**src/rtl/ov7670_pkg.sv**
```systemverilog
// rtl/ov7670_pkg.sv - shared frame geometry constants and controller state encoding
package ov7670_pkg;

    localparam int H_ACTIVE = 320;
    localparam int V_ACTIVE = 240;
    localparam int FB_DEPTH = H_ACTIVE * V_ACTIVE;

    localparam int PIX_W  = 17;
    localparam int LINE_W = 9;
    localparam int FCNT_W = 16;

    typedef enum logic [1:0] {
        ST_IDLE    = 2'd0,
        ST_WAIT_VS = 2'd1,
        ST_ACTIVE  = 2'd2,
        ST_DONE    = 2'd3
    } state_t;

endpackage

```
**src/rtl/ov7670_edge_det.sv**
```systemverilog
// rtl/ov7670_edge_det.sv - registers vsync/href once and flags their edges against the registered copy
module ov7670_edge_det (
    input  logic pclk,
    input  logic rst,
    input  logic vsync,
    input  logic href,
    output logic vs_rise,
    output logic vs_fall,
    output logic hr_rise,
    output logic hr_fall
);

    logic vsync_q;
    logic href_q;

    // One-stage history of the camera sync lines
    always_ff @(posedge pclk or posedge rst) begin
        if (rst) begin
            vsync_q <= 1'b0;
            href_q  <= 1'b0;
        end else begin
            vsync_q <= vsync;
            href_q  <= href;
        end
    end

    assign vs_rise = vsync & ~vsync_q;
    assign vs_fall = ~vsync & vsync_q;
    assign hr_rise = href & ~href_q;
    assign hr_fall = ~href & href_q;

endmodule

```
**src/rtl/ov7670_frame_ctrl.sv**
```systemverilog
// rtl/ov7670_frame_ctrl.sv - OV7670 capture frame controller; OV7670_FRAME_DBUF_EN enables ping-pong banks
module ov7670_frame_ctrl
    import ov7670_pkg::*;
#(
    parameter int H_ACT = H_ACTIVE,
    parameter int V_ACT = V_ACTIVE
) (
    input  logic        pclk,
    input  logic        rst,
    input  logic        vsync,
    input  logic        href,
    input  logic        pix_we,
    input  logic        start,
    input  logic        stop,
    input  logic        continuous,
    output logic        capture_en,
    output logic        busy,
    output logic        frame_done,
    output logic        frame_err,
    output logic [15:0] frame_cnt,
    output logic [8:0]  line_cnt,
    output logic [16:0] pix_cnt,
    output logic        bank
);

    localparam logic [PIX_W-1:0]  FB_MAX   = PIX_W'(H_ACT * V_ACT);
    localparam logic [LINE_W-1:0] LINE_MAX = LINE_W'(V_ACT);

    state_t state;
    state_t state_d;

    logic vs_rise;
    logic vs_fall;
    logic hr_rise;
    logic hr_fall;
    logic line_has_pix;

    logic start_acc;
    logic enter_active;
    logic in_active;
    logic enter_done;

    ov7670_edge_det u_edge_det (
        .pclk    (pclk),
        .rst     (rst),
        .vsync   (vsync),
        .href    (href),
        .vs_rise (vs_rise),
        .vs_fall (vs_fall),
        .hr_rise (hr_rise),
        .hr_fall (hr_fall)
    );

    // stop overrides every transition, including a simultaneous start
    assign start_acc    = (state == ST_IDLE) && start && !stop;
    assign enter_active = (state == ST_WAIT_VS) && vs_fall && !stop;
    assign in_active    = (state == ST_ACTIVE) && !stop;
    assign enter_done   = in_active && vs_rise;

    assign busy       = (state != ST_IDLE);
    assign frame_done = (state == ST_DONE);

    // State register
    always_ff @(posedge pclk or posedge rst) begin
        if (rst) begin
            state <= ST_IDLE;
        end else begin
            state <= state_d;
        end
    end

    // Next-state decode; stop forces IDLE from anywhere
    always_comb begin
        state_d = state;
        case (state)
            ST_IDLE:    if (start)   state_d = ST_WAIT_VS;
            ST_WAIT_VS: if (vs_fall) state_d = ST_ACTIVE;
            ST_ACTIVE:  if (vs_rise) state_d = ST_DONE;
            ST_DONE:    state_d = continuous ? ST_WAIT_VS : ST_IDLE;
            default:    state_d = ST_IDLE;
        endcase
        if (stop) begin
            state_d = ST_IDLE;
        end
    end

    // Write gate follows the registered next state so it drops in the DONE cycle
    always_ff @(posedge pclk or posedge rst) begin
        if (rst) begin
            capture_en <= 1'b0;
        end else begin
            capture_en <= (state_d == ST_ACTIVE);
        end
    end

    // Pixel and line counters; cleared at frame start, frozen outside ACTIVE
    always_ff @(posedge pclk or posedge rst) begin
        if (rst) begin
            pix_cnt      <= '0;
            line_cnt     <= '0;
            line_has_pix <= 1'b0;
        end else if (enter_active) begin
            pix_cnt      <= '0;
            line_cnt     <= '0;
            line_has_pix <= 1'b0;
        end else if (in_active) begin
            if (pix_we && (pix_cnt != FB_MAX)) begin
                pix_cnt <= pix_cnt + 1'b1;
            end
            if (pix_we) begin
                line_has_pix <= 1'b1;
            end else if (hr_rise) begin
                line_has_pix <= 1'b0;
            end
            if (hr_fall && (line_has_pix || pix_we) && (line_cnt != LINE_MAX)) begin
                line_cnt <= line_cnt + 1'b1;
            end
        end
    end

    // Sticky error: overflow during the frame or wrong geometry at frame end
    always_ff @(posedge pclk or posedge rst) begin
        if (rst) begin
            frame_err <= 1'b0;
        end else if (start_acc) begin
            frame_err <= 1'b0;
        end else if (in_active) begin
            if (pix_we && (pix_cnt == FB_MAX)) begin
                frame_err <= 1'b1;
            end
            if (vs_rise && ((pix_cnt != FB_MAX) || (line_cnt != LINE_MAX))) begin
                frame_err <= 1'b1;
            end
        end
    end

    // Completed-frame counter, updated on entry so it is visible with frame_done
    always_ff @(posedge pclk or posedge rst) begin
        if (rst) begin
            frame_cnt <= '0;
        end else if (enter_done) begin
            frame_cnt <= frame_cnt + 1'b1;
        end
    end

`ifdef OV7670_FRAME_DBUF_EN
    logic bank_q;

    // Swap banks only after a clean frame so a bad frame gets overwritten
    always_ff @(posedge pclk or posedge rst) begin
        if (rst) begin
            bank_q <= 1'b0;
        end else if ((state == ST_DONE) && !frame_err) begin
            bank_q <= ~bank_q;
        end
    end

    assign bank = bank_q;
`else
    assign bank = 1'b0;
`endif

endmodule

```
**config.mk**
```make
export PLATFORM = sky130hd
export DESIGN_NAME = ov7670_frame_ctrl
export DESIGN_NICKNAME = d
export VERILOG_FILES = /design/src/rtl/ov7670_pkg.sv /design/src/rtl/ov7670_edge_det.sv /design/src/rtl/ov7670_frame_ctrl.sv
export SDC_FILE = /design/constraint.sdc
export NUM_CORES = 1
export LEC_CHECK = 0
export BUFFER_PORTS_ARGS = -buffer_cell sky130_fd_sc_hd__buf_2
export CAP_MARGIN = 20
export CORE_AREA = 5 5 86 88
export DETAILED_ROUTE_END_ITERATION = 10
export DIE_AREA = 0 0 91 93
export PLACE_DENSITY = 0.64
export SETUP_SLACK_MARGIN = 0.02
export SKIP_CTS_REPAIR_TIMING = 1
export SLEW_MARGIN = 20
export SYNTH_ARGS = -nofsm -noshare
export SYNTH_HDL_FRONTEND = slang
export SYNTH_HIERARCHICAL = 1
export SYNTH_SLANG_ARGS = --single-unit
```
**constraint.sdc**
```tcl
create_clock -name pclk -period 4.05 [get_ports pclk]
set_input_delay 0.2025 -clock pclk [delete_from_list [all_inputs] [get_ports pclk]]
set_output_delay 0.2025 -clock pclk [all_outputs]
set_load 0.05 [all_outputs]
```
Word level (Yosys, flattened, before mapping)
Index checks and enable logic that the tools add are counted.

storage, ports and cells
  flip-flop bits (word level) = 49

cells by class
  add/subtract/negate cells = 3
  eq/ne operators = 7
  mux-type cells = 20
  bitwise logic cells = 8
  reductions and logical operators = 26

operator list
  operator                                                count
  2-to-1 mux 17 bit                                       3
  2-to-1 mux 9 bit                                        3
  adder 17 x 1 -> 17 bit (second input constant)          1
  == test 17 bit (second input constant)                  1
  inequality test 17 bit (second input constant)          1
  adder 16 x 1 -> 16 bit (second input constant)          1
  logical AND 1 bit                                       11
  nonzero test 2 bit                                      5
  adder 9 x 1 -> 9 bit (second input constant)            1
  2-to-1 mux 1 bit                                        9
  inequality test 9 x 8 -> 1 bit (second input constant)  1
  2-to-1 mux 2 bit                                        4
  one-hot mux 2 bit (4 select lines)                      1
  AND reduction 2 bit                                     4
  == test 2 bit (second input constant)                   3
  nonzero test 3 bit                                      2
  AND 1 bit                                               4
  NOT 1 bit                                               4
  == test 2 x 1 -> 1 bit (second input constant)          1
  zero test 2 bit                                         1
  logical OR 1 bit                                        2
  zero test 1 bit                                         1

Logic depth before layout (Yosys ltp)
Gate-level depths: netlist of the first run.

  depth after elaboration = 7
  gate-level depth with buffers = 6
  depth with buffers taken out = 6

By module
The synthesis of the first run kept the hierarchy.

by module, submodules not included
  module             times used  area an instance (um^2)  cells an instance
  ov7670_frame_ctrl  1           2428.6                   250
  ov7670_edge_det    1           88.8                     7

Least setup slack after synthesis of the first run
No wires, ideal clock.

  path type = flip-flop to flip-flop
  start point = register state[1]
  end point = register line_cnt[7]
  buffers on the path = 2
  setup time = 78 ps
  arrival time = 1908 ps
  slack = 2065 ps
  stages on the path, launching flop included = 7
  clock period less this slack = 1985 ps
  path through = dfrtp_1 > buf_4 > or3b_1 > buf_2 > or4_4 > or3_1 > a21oi_1

between the ends
  cells in the longest elaborated chain, start to end = 5

RTL lines
  item                            line                      source
  start: declaration              ov7670_frame_ctrl.sv:29   state_t state;
  start signal: assignment        ov7670_frame_ctrl.sv:68   state <= state_d;
  == test 2 x 1 -> 1 bit          ov7670_frame_ctrl.sv:56   assign enter_active = (state == ST_WAIT_VS) && vs_fall && !stop;
  logical AND 1 bit (2 in a row)  ov7670_frame_ctrl.sv:56
  nonzero test 2 bit (no line)    -
  AND reduction 2 bit (no line)   -
  end signal: assignment          ov7670_frame_ctrl.sv:116  line_cnt <= line_cnt + 1'b1;
  end: declaration                ov7670_frame_ctrl.sv:21   output logic [8:0] line_cnt,

Several ways; a longest one is shown, not always the timed one.
A chain may end at the register's enable or synchronous reset.

Worst setup path after layout of the first run
  start point = register state[0]
  end point = register line_cnt[8]

The elaborated chain is that of the path after synthesis.

==> summary.md, run 1 <==
| Metric | Value |
|---|---|
| Worst hold endpoint | `u_edge_det/href_q$_DFF_PP0_` |
| Commonest cells post-synth | `dfrtp_1, nand2_1, nor2_1` |
| Sequential fraction of the synthesis area | `48.71%` |
| Largest family of logic cells by synthesized area | `simple AND/OR/NAND/NOR gates` |
| H-tree Lvls | `2` |
| Synth Register Bits | `49` |
| Pwr Density | `351.2 nW/um^2` |
| Crit path required time | `4.24 ns` |
| Setup Skew | `0.01387 ns` |
| Grt ovf | `0` |
| Post-synth top area share | `48.71%` |
| Slew @ Worst Pin | `0.8114 ns` |
| Reg2reg path depth | `4` |
| Final min period | `2.165 ns` |
| Fin. Hold Viols | `0` |
| Slew Viols, Final | `0` |
| Routed wire length per instance | `14.69 um` |
| Starting DRT DRC Count | `118` |
| P&R area growth vs syn | `19.43%` |
| Worst path slowest cell | `nor4_1` |
| Crit-path cells | `or3b_1, nor4_1, a31oi_1, a41o_1` |
| Die X-Extent | `91 um` |
| Critical path fanouts, max | `11` |
| Vias in the first global route | `2043` |
| CTS max path bufs | `2` |
| Clk_lat worst skew | `0.30 ns` |
| I/O Buffers | `53` |
| Initial antenna violation count | `0` |
| Biggest area consumer among synthesized cells | `dfrtp_1` |
| Leak | `1.494 nW` |
| Distinct cells, synth | `42` |
| Top FF cell, synth | `dfrtp_1` |
| Grt met3 use | `3.862%` |
| Nature of the critical path endpoint | `flop` |
| Clk sinks | `49` |
| Synth area leaders | `dfrtp_1, xnor2_1, nand2_1` |
| Via count | `2081` |
| WL final | `5.760 mm` |
| Syn avg cell area | `9.795 um^2` |
| DIE HEIGHT | `93 um` |
| Clock root buffer | `clkbuf_8` |
| Max-Cap Viols | `0` |
| Post-Synth Adder-Cell Area | `2.485%` |
| Mux cell area share after synthesis | `3.231%` |
| CP bufs+invs | `0` |
| Die area | `8463 um^2` |
| CP arrival | `2.36 ns` |
| Ys Warns | `6` |
| Final setup fails | `0` |
| EDFF count, synth | `0` |
| Net Count, Synth | `270` |
| Post-DRT Antenna Nets | `0` |
| Complex-gate fraction of the synthesized area | `6.213%` |
| Vias per cell | `5.309` |
| R2r endpoint | `line_cnt[8]$_DFFE_PP0P_` |
| Slew margin rel. | `45.85%` |
| Synth Area in Simple Gates | `27.68%` |
| Most common cell in the synthesized netlist | `dfrtp_1` |
| HPWL after DPL | `4.194 mm` |
| Routability cong. | `0.8480` |
| Share of post-route cells with drive strength above 1 | `23.72%` |
| Global-route wire length before repair | `9.873 mm` |
| GRT met1 Usage | `18.61%` |
| Sum Neg Setup Slack | `0 ns` |
| Hold Startpoint | `href` |
| CTS tree | `yes` |
| Ports | `55` |
| Startpoint of the worst-slack reg-to-reg timing path | `state[0]$_DFF_PP0_` |
| Core Util, Final | `45.77%` |
| Worst hold stages | `1` |
| Post-layout net count | `324` |
| Outcome | `completed` |
| HP Class | `in -> reg` |
| Row count | `30` |
| CP Class | `reg -> reg` |
| Reg2Reg Setup Slack | `1.89 ns` |
| Fmax | `462.0 MHz` |
| Length of the first detailed-routing pass in iterations | `4` |
| Top Usage Layer GRT | `met2` |
| GR Layer Usage met2 | `22.90%` |
| DRC viols | `0` |
| Worst Setup Start Kind | `flop` |
| CTS Buf Count | `5` |
| Crit path largest cell delay | `0.67 ns` |
| Worst VDD drop | `0.2038 mV` |
| Cells after Synth | `257` |
| Maximum number of pins on one net before global-route repair | `48` |
| Antenna Cells | `0` |
| Final worst-path cycle share | `53.45%` |
| Async set-reset flop share out of synthesis | `100.0%` |
| Core area | `6569 um^2` |
| Post-Synth XOR/XNOR Area | `8.350%` |
| GRT Overall Usage | `14.11%` |
| Initial Util | `38.32%` |
| Worst-path clk slew | `0.09 ns` |
| Synth Cell Area | `2517 um^2` |
| Worst path top cell family by delay | `simple AND/OR/NAND/NOR gates` |
| RSZ-0062 raised after global routing | `false` |
worst max path at each step:
stage | startpoint | to | cells after the start
6_report | state[0]$_DFF_PP0_ | line_cnt[8]$_DFFE_PP0P_ | 4
5_1_grt | state[0]$_DFF_PP0_ | line_cnt[8]$_DFFE_PP0P_ | 4
4_1_cts | state[0]$_DFF_PP0_ | line_cnt[8]$_DFFE_PP0P_ | 4
3_5_place_dp | state[0]$_DFF_PP0_ | line_cnt[8]$_DFFE_PP0P_ | 4
3_3_place_gp | state[0]$_DFF_PP0_ | line_cnt[8]$_DFFE_PP0P_ | 4
2_1_floorplan | state[1]$_DFF_PP0_ | line_cnt[7]$_DFFE_PP0P_ | 6
power by group:
| part | internal [W] | switching, W | total (W) |
|---|---|---|---|
| clock network | 0.000245 | 0.000168 | 0.000414 |
| logic | 0.0000352 | 0.0000843 | 0.000120 |
| registers | 0.000504 | 0.0000189 | 0.000523 |
flip-flops by register name (all words and copies together) (netlist names):
| register | cells |
|---|---|
| line_cnt | 9 |
| frame_cnt | 16 |
| u_edge_det/href_q | 1 |
| u_edge_det/vsync_q | 1 |
| frame_err | 1 |
| line_has_pix | 1 |
| capture_en | 1 |
| pix_cnt | 17 |
| state | 2 |
layer usage:
| metal | part of all wire, % | up-vias |
|---|---|---|
| met4 | 0.57 | 0 |
| met1 | 48 | 1005 |
| met5 | 0 | - |
| met2 | 47 | 54 |
| li1 | - | 1020 |
| met3 | 5.3 | 2 |
through the flow:
stage	area [um^2]	worst slack [ns]	cells	total power (W)	hold WS (ns)
3_5_place_dp	2861	1.910	383	0.0006534	0.07152
3_3_place_gp	2861	1.960	383	0.0006496	0.07040
5_1_grt	3007	1.696	392	0.001104	0.01583
4_1_cts	2995	1.902	391	0.001067	-0.2545
2_1_floorplan	2517	2.065	257	0.0006197	-0.05632
6_report	3007	1.885	392	0.001056	0.03216
area by class of cell:
type / instances / area, um^2
repair buffers: 56 / 290.3
inverters: 10 / 38.79
flip-flops and latches: 49 / 1226
multi-input cells: 189 / 1217
clock inverters: 3 / 65.06
clock buffers: 5 / 68.82
fillers: 634 / 3562
well taps: 80 / 100.1
placed cells by master (no fill, tap or decap), drive strengths merged, types with 2 or more instances in the layout:
cell     synthesis  layout
or3              4       4
nor4b            3       3
xnor2           18      18
mux2i            7       7
ha               5       5
and3             5       5
a21oi           11      11
and2b            4       4
nor2            20      20
nand2           27      27
clkbuf           5       5
nand3           17      17
or2              3       3
o31ai            2       2
o21ai            9       9
and2             2       2
clkinv           0       2
bufinv           0       2
dfrtp           49      49
nand4bb          3       3
or4              2       2
nand4           15      15
buf              4      55
inv             10       9
and4             2       2
nor4             9       9
xor2             6       6
nor4bb           2       2
logic make-up after synthesis:
logic type / count (synthesis)
multiplexers: 8
flip-flops: 49
other: 1
AND/OR/NAND/NOR: 124
adder cells (fa/ha/maj): 5
AO/OA/AOI/OAI: 27
buffers and inverters: 19
XOR/XNOR: 24
(Power assumes the default switching activity.)
==> run 2: changes to the inputs <==
clock period = 2.2 ns   (was 4.05 ns; I/O delays follow)
==> summary.md, run 2 (synthesis gave the netlist of run 1 again) <==
| Metric | Value |
|---|---|
| Maximum number of pins on one net before global-route repair | `48 (unchanged)` |
| Slew @ Worst Pin | `0.5948 ns (was 0.8114 ns)` |
| Biggest regs | `pix_cnt: 17 flops, frame_cnt: 16 flops, line_cnt: 9 flops (unchanged)` |
| CP arrival | `2.21 ns (was 2.36 ns)` |
| FF+latch area | `1226 um^2 (unchanged)` |
| Worst Setup Start Kind | `input pin (was flop)` |
| CP Class | `in -> reg (was reg -> reg)` |
| Antenna Cells | `0 (unchanged)` |
| Fmax | `506.7 MHz` |
| R2r endpoint | `line_cnt[7]$_DFFE_PP0P_ (was line_cnt[8]$_DFFE_PP0P_)` |
| Core area | `6569 um^2 (unchanged)` |
| Worst path top cell family by delay | `simple AND/OR/NAND/NOR gates (unchanged)` |
| Vias in the first global route | `2108 (was 2043)` |
| Slew Viols, Final | `0 (unchanged)` |
| Ports | `55 (unchanged)` |
| Clock root buffer | `clkbuf_8 (unchanged)` |
| Commonest non-fill, non-tap cell in the layout | `buf_2 (unchanged)` |
| Grt ovf | `0 (unchanged)` |
| Share of post-route cells with drive strength above 1 | `25.47% (was 23.72%)` |
| CTS tree | `yes (unchanged)` |
| RSZ-0062 raised after global routing | `false (unchanged)` |
| Initial Util | `38.32% (unchanged)` |
| Outcome | `completed (unchanged)` |
| Biggest register | `pix_cnt (unchanged)` |
| DIE HEIGHT | `93 um (unchanged)` |
| Slew margin rel. | `60.35% (was 45.85%)` |
| Final setup fails | `0 (unchanged)` |
| Final worst-path cycle share | `89.70%` |
| Area after DPL | `2922 um^2 (was 2861 um^2)` |
| Row count | `30 (unchanged)` |
| Uppermost layer routed | `met4 (unchanged)` |
| Area taken by multi-input logic gates | `1217 um^2 (unchanged)` |
| Initial antenna violation count | `0 (unchanged)` |
| HP Class | `in -> reg (unchanged)` |
| H-tree Lvls | `2 (unchanged)` |
| Post-layout net count | `334 (was 324)` |
| Leak | `1.542 nW (was 1.494 nW)` |
| Pre-CTS WS | `0.3272 ns (was 1.910 ns)` |
| Die area | `8463 um^2 (unchanged)` |
| Crit path largest cell delay | `0.55 ns (was 0.67 ns)` |
| CP Capture Point | `line_cnt[7]$_DFFE_PP0P_ (was line_cnt[8]$_DFFE_PP0P_)` |
| CTS max path bufs | `2 (unchanged)` |
| Die X-Extent | `91 um (unchanged)` |
| Routed met3 length | `377 um (was 304 um)` |
| Worst-path clk slew | `0.09 ns (about the same)` |
| Metal1 wirelength | `2.658 mm (was 2.736 mm)` |
| Hold_ws | `0.08840 ns (was 0.03216 ns)` |
| Metal2 WL | `2.827 mm (was 2.685 mm)` |
| Crit-path cells | `dlygate4sd3_1, buf_2, and2b_2, o21ai_0, or4_4, or3_1, a21oi_1 (was or3b_1, nor4_1, a31oi_1, a41o_1)` |
| Sum Neg Setup Slack | `0 ns (unchanged)` |
| Nature of the critical path endpoint | `flop (unchanged)` |
| WL final | `5.937 mm (was 5.760 mm)` |
| Post-DRT Antenna Nets | `0 (unchanged)` |
| Routed wire length per instance | `14.77 um (was 14.69 um)` |
| Critical path fanouts, max | `5 (was 11)` |
| Reg2reg path depth | `4 (unchanged)` |
| DRC viols | `0 (unchanged)` |
| Global-route wire length before repair | `10.11 mm (was 9.873 mm)` |
| Max-Cap Viols | `0 (unchanged)` |
| Routability cong. | `0.8957 (was 0.8480)` |
| CTS Buf Count | `5 (unchanged)` |
| Final min period | `1.973 ns` |
| Net Sw Frac | `25.83% (was 25.73%)` |
| Worst setup margin | `0.2266 ns (was 1.885 ns)` |
| Most frequent cells in the layout | `buf_2, dfrtp_1, nand2_1 (unchanged)` |
| NetSw | `0.0005073 W (was 0.0002717 W)` |
| Fin. Hold Viols | `0 (unchanged)` |
| P&R area growth vs syn | `22.71% (was 19.43%)` |
| HPWL after DPL | `4.460 mm (was 4.194 mm)` |
| Crit path required time | `2.43 ns (was 4.24 ns)` |
| Clk sinks | `49 (unchanged)` |
| Reg2Reg Setup Slack | `0.33 ns (was 1.89 ns)` |
| Logic pwr share | `11.9% (was 11.3%)` |
| Clock power frac | `39.3% (was 39.2%)` |
| P_int | `0.001457 W (was 0.0007843 W)` |
| Crit. path cell count | `7 (was 4)` |
| Finished Layout Cells | `402 (was 392)` |
| Max reg flops | `17 (unchanged)` |
| Worst VDD drop | `0.3726 mV (was 0.2038 mV)` |
| Fill count | `636 (was 634)` |
| Pwr Density | `635.9 nW/um^2 (was 351.2 nW/um^2)` |
| Vias per cell | `5.348 (was 5.309)` |
| Via count | `2150 (was 2081)` |
| CP bufs+invs | `2 (was 0)` |
| Hold Startpoint | `stop (was href)` |
| Starting DRT DRC Count | `109 (was 118)` |
| Part of the power in registers | `48.7% (was 49.5%)` |
| Clk_lat worst skew | `0.31 ns (was 0.30 ns)` |
| I/O Buffers | `53 (unchanged)` |
| Worst Setup SP | `href (was state[0]$_DFF_PP0_)` |
| Setup Skew | `0.006824 ns (was 0.01387 ns)` |
| Startpoint of the worst-slack reg-to-reg timing path | `state[0]$_DFF_PP0_ (unchanged)` |
| Finished Cell Area | `3089 um^2 (was 3007 um^2)` |
| Placed cells | `391 (was 383)` |
| GRT Overall Usage | `14.44% (was 14.11%)` |
| Worst path slowest cell | `or4_4 (was nor4_1)` |
| Length of the first detailed-routing pass in iterations | `4 (unchanged)` |
run 2: power by group through the flow:
stage | Sequential, W | Clock, W | Combinational [W]
after detailed placement | 0.000975 | 0 | 0.000234
after global placement | 0.000975 | 0 | 0.000230
after CTS | 0.000957 | 0.000807 | 0.000234
final | 0.000958 | 0.000773 | 0.000234
after floorplan | 0.00104 | 0 | 0.000104
after global routing | 0.000962 | 0.000829 | 0.000255
run 2: how the worst min path moves through the flow:
stage	depth (start not counted)	slack [ns]	endpoint
floorplan	1	-0.15	u_edge_det/href_q$_DFF_PP0_
global placement	2	-0.02	u_edge_det/href_q$_DFF_PP0_
detailed placement	2	-0.02	u_edge_det/vsync_q$_DFF_PP0_
CTS	2	-0.36	u_edge_det/vsync_q$_DFF_PP0_
global route	2	0.09	state[0]$_DFF_PP0_
finish	2	0.09	state[0]$_DFF_PP0_
run 2: cell type report:
cell class,count,area share (%)
clock buffer,5,2.228
tap,80,3.240
sequential,49,39.69
inverter,10,1.215
multi-input combinational,189,39.41
timing repair buffer,66,11.99
clock inverter,3,2.228
run 2: worst reg2reg max path, cell delays in order, from the launching register on:
cell and delay, ns:
dfrtp_1 0.38, or3b_1 0.39, or4_4 0.53, or3_1 0.35, a21oi_1 0.14
run 2: routing by layer:
metal	vias to the layer above	GRT usage [%]
li1	1040	-
met1	1037	19.12
met2	68	23.02
met3	5	3.218
met4	0	5.623
met5	-	0
run 2: stage by stage:
step	utilization (%)	total power, W
after floorplan	-	0.001141
after global placement	44.48	0.001205
after detailed placement	44.48	0.001209
after CTS	46.57	0.001999
after global routing	47.03	0.002046
final	47.03	0.001964
==> run 3: changes to the inputs <==
CELL_PAD_IN_SITES_DETAIL_PLACEMENT = 0   (was unset)
CELL_PAD_IN_SITES_GLOBAL_PLACEMENT = 2   (was unset)
CORE_AREA = 5 5 94 96   (was 5 5 86 88)
DIE_AREA = 0 0 99 101   (was 0 0 91 93)
PLACE_DENSITY = 0.81   (was 0.64)
==> summary.md, run 3 (synthesis gave the netlist of run 1 again) <==
| Metric | Value |
|---|---|
| Outcome | `completed (unchanged)` |
| Setup Skew | `0.005323 ns (was 0.006824 ns)` |
| CP Class | `in -> reg (unchanged)` |
| DRC viols | `0 (unchanged)` |
| CTS tree | `yes (unchanged)` |
| Worst-path clk slew | `0.10 ns (was 0.09 ns)` |
| Length of the first detailed-routing pass in iterations | `4 (unchanged)` |
| HPWL after DPL | `4.648 mm (was 4.460 mm)` |
| Critical path fanouts, max | `5 (unchanged)` |
| Initial Util | `31.59% (was 38.32%)` |
| Commonest non-fill, non-tap cell in the layout | `buf_2 (unchanged)` |
| Die area | `9999 um^2 (was 8463 um^2)` |
| CTS Buf Count | `5 (unchanged)` |
| Fmax | `513.2 MHz (was 506.7 MHz)` |
| Max-Cap Viols | `0 (unchanged)` |
| RSZ-0062 raised after global routing | `false (unchanged)` |
| Routed wire length per instance | `14.47 um (was 14.77 um)` |
| CTS max path bufs | `2 (unchanged)` |
| Vias in the first global route | `2096 (was 2108)` |
| Slew margin rel. | `57.34% (was 60.35%)` |
| Ports | `55 (unchanged)` |
| Slew @ Worst Pin | `0.6340 ns (was 0.5948 ns)` |
| Fin. Hold Viols | `0 (unchanged)` |
| Row count | `33 (was 30)` |
| Worst Setup Start Kind | `input pin (unchanged)` |
| Grt ovf | `0 (unchanged)` |
| Post-DRT Antenna Nets | `0 (unchanged)` |
| Most frequent cells in the layout | `buf_2, dfrtp_1, nand2_1 (unchanged)` |
| Sum Neg Setup Slack | `0 ns (unchanged)` |
| Crit path largest cell delay | `0.55 ns (about the same)` |
| Clk sinks | `49 (unchanged)` |
| Clock root buffer | `clkbuf_8 (unchanged)` |
| Finished Layout Cells | `428 (was 402)` |
| Die X-Extent | `99 um (was 91 um)` |
| Placed cells | `417 (was 391)` |
| Uppermost layer routed | `met4 (unchanged)` |
| Initial antenna violation count | `0 (unchanged)` |
| Biggest register | `pix_cnt (unchanged)` |
| Worst path slowest cell | `or4_4 (unchanged)` |
| Post-layout net count | `335 (was 334)` |
| Vias per cell | `4.970 (was 5.348)` |
| Routed met3 length | `234 um (was 377 um)` |
| Crit path required time | `2.44 ns (was 2.43 ns)` |
| CP arrival | `2.19 ns (was 2.21 ns)` |
| Nature of the critical path endpoint | `flop (unchanged)` |
| Maximum number of pins on one net before global-route repair | `48 (unchanged)` |
| Routability cong. | `0.7746 (was 0.8957)` |
| GRT Overall Usage | `12.86% (was 14.44%)` |
| Slew Viols, Final | `0 (unchanged)` |
| H-tree Lvls | `2 (unchanged)` |
| Crit-path cells | `dlygate4sd3_1, buf_2, and2b_2, o21ai_0, or4_4, or3_1, a21oi_1 (unchanged)` |
| Share of post-route cells with drive strength above 1 | `25.70% (was 25.47%)` |
| Via count | `2127 (was 2150)` |
| Clk_lat worst skew | `0.30 ns (was 0.31 ns)` |
| Final setup fails | `0 (unchanged)` |
| Final min period | `1.949 ns (was 1.973 ns)` |
| Biggest regs | `pix_cnt: 17 flops, frame_cnt: 16 flops, line_cnt: 9 flops (unchanged)` |
| WL final | `6.194 mm (was 5.937 mm)` |
| Antenna Cells | `0 (unchanged)` |
| Global-route wire length before repair | `10.42 mm (was 10.11 mm)` |
| Metal1 wirelength | `2.950 mm (was 2.658 mm)` |
| I/O Buffers | `53 (unchanged)` |
| Pwr Density | `565.6 nW/um^2 (was 635.9 nW/um^2)` |
| Metal2 WL | `2.935 mm (was 2.827 mm)` |
| P&R area growth vs syn | `22.37% (was 22.71%)` |
| Worst VDD drop | `0.2354 mV (was 0.3726 mV)` |
| Core Util, Final | `38.66% (was 47.03%)` |
| Starting DRT DRC Count | `78 (was 109)` |
| DIE HEIGHT | `101 um (was 93 um)` |
| Leak | `1.522 nW (was 1.542 nW)` |
| Final worst-path cycle share | `88.58% (was 89.70%)` |
| HP Class | `in -> reg (unchanged)` |
| Core area | `7969 um^2 (was 6569 um^2)` |
| Max reg flops | `17 (unchanged)` |
## run 3: cell types whose count changed in the layout (fill, tap and decap cells not counted)
cell	before	now
bufinv_16	2	0
buf_4	10	11
clkinv_2	0	1
clkinvlp_4	0	1
## run 3: worst paths after layout
| check | startpoint | endpoint | slack (ns) | cells after the start |
|---|---|---|---|---|
| min in group asynchronous | rst | u_edge_det/href_q$_DFF_PP0_ | 0.19 | 3 |
| worst max register to register | state[0]$_DFF_PP0_ | frame_cnt[14]$_DFFE_PP0P_ | 0.29 | 5 |
| worst min-delay path | stop | state[0]$_DFF_PP0_ | 0.09 | 2 |
| max in group asynchronous | rst | pix_cnt[7]$_DFFE_PP0P_ | 1.29 | 4 |
| worst min register to register | frame_cnt[15]$_DFFE_PP0P_ | frame_cnt[15]$_DFFE_PP0P_ | 0.48 | 1 |
| worst max-delay path | href | line_cnt[7]$_DFFE_PP0P_ | 0.25 | 7 |
## run 3: critical path: cells and delay by family
| family | cells | cell delay (ns) |
|---|---|---|
| buffers and inverters | 2 | 0.66 |
| AO/OA/AOI/OAI | 2 | 0.33 |
| AND/OR/NAND/NOR | 3 | 1.10 |
## run 3: layer usage
metal  up-vias  track usage (%)
met1      1040            16.77
met4         0            3.992
met3         5            2.976
met5         -                0
li1       1044                -
met2        38            21.18
## run 3: final cells by class
type	instances	area, um^2
Timing Repair Buffer	67	377.9
Sequential cell	49	1226
Fill cell	825	4888
Multi-Input combinational cell	189	1217
Inverter	10	37.54
Tap cell	105	131.4
Clock inverter	3	21.27
Clock buffer	5	68.82
## run 3: through the flow
step	power, W	area [um^2]	hold slack (ns)	setup WS, ns
floorplan	0.001141	2517	-0.1488	0.2146
global placement	0.001207	2960	-0.02087	0.3145
detailed placement	0.001209	2960	-0.01803	0.2931
CTS	0.001765	3050	-0.3581	0.2717
global route	0.001829	3080	0.09519	0.1022
finish	0.001742	3080	0.09260	0.2513
## run 3: report_power, final
part / switching, W / internal [W] / total [W]
combinational: 0.000162 / 0.0000725 / 0.000235
clock: 0.000324 / 0.000226 / 0.000550
sequential: 0.0000304 / 0.000927 / 0.000958
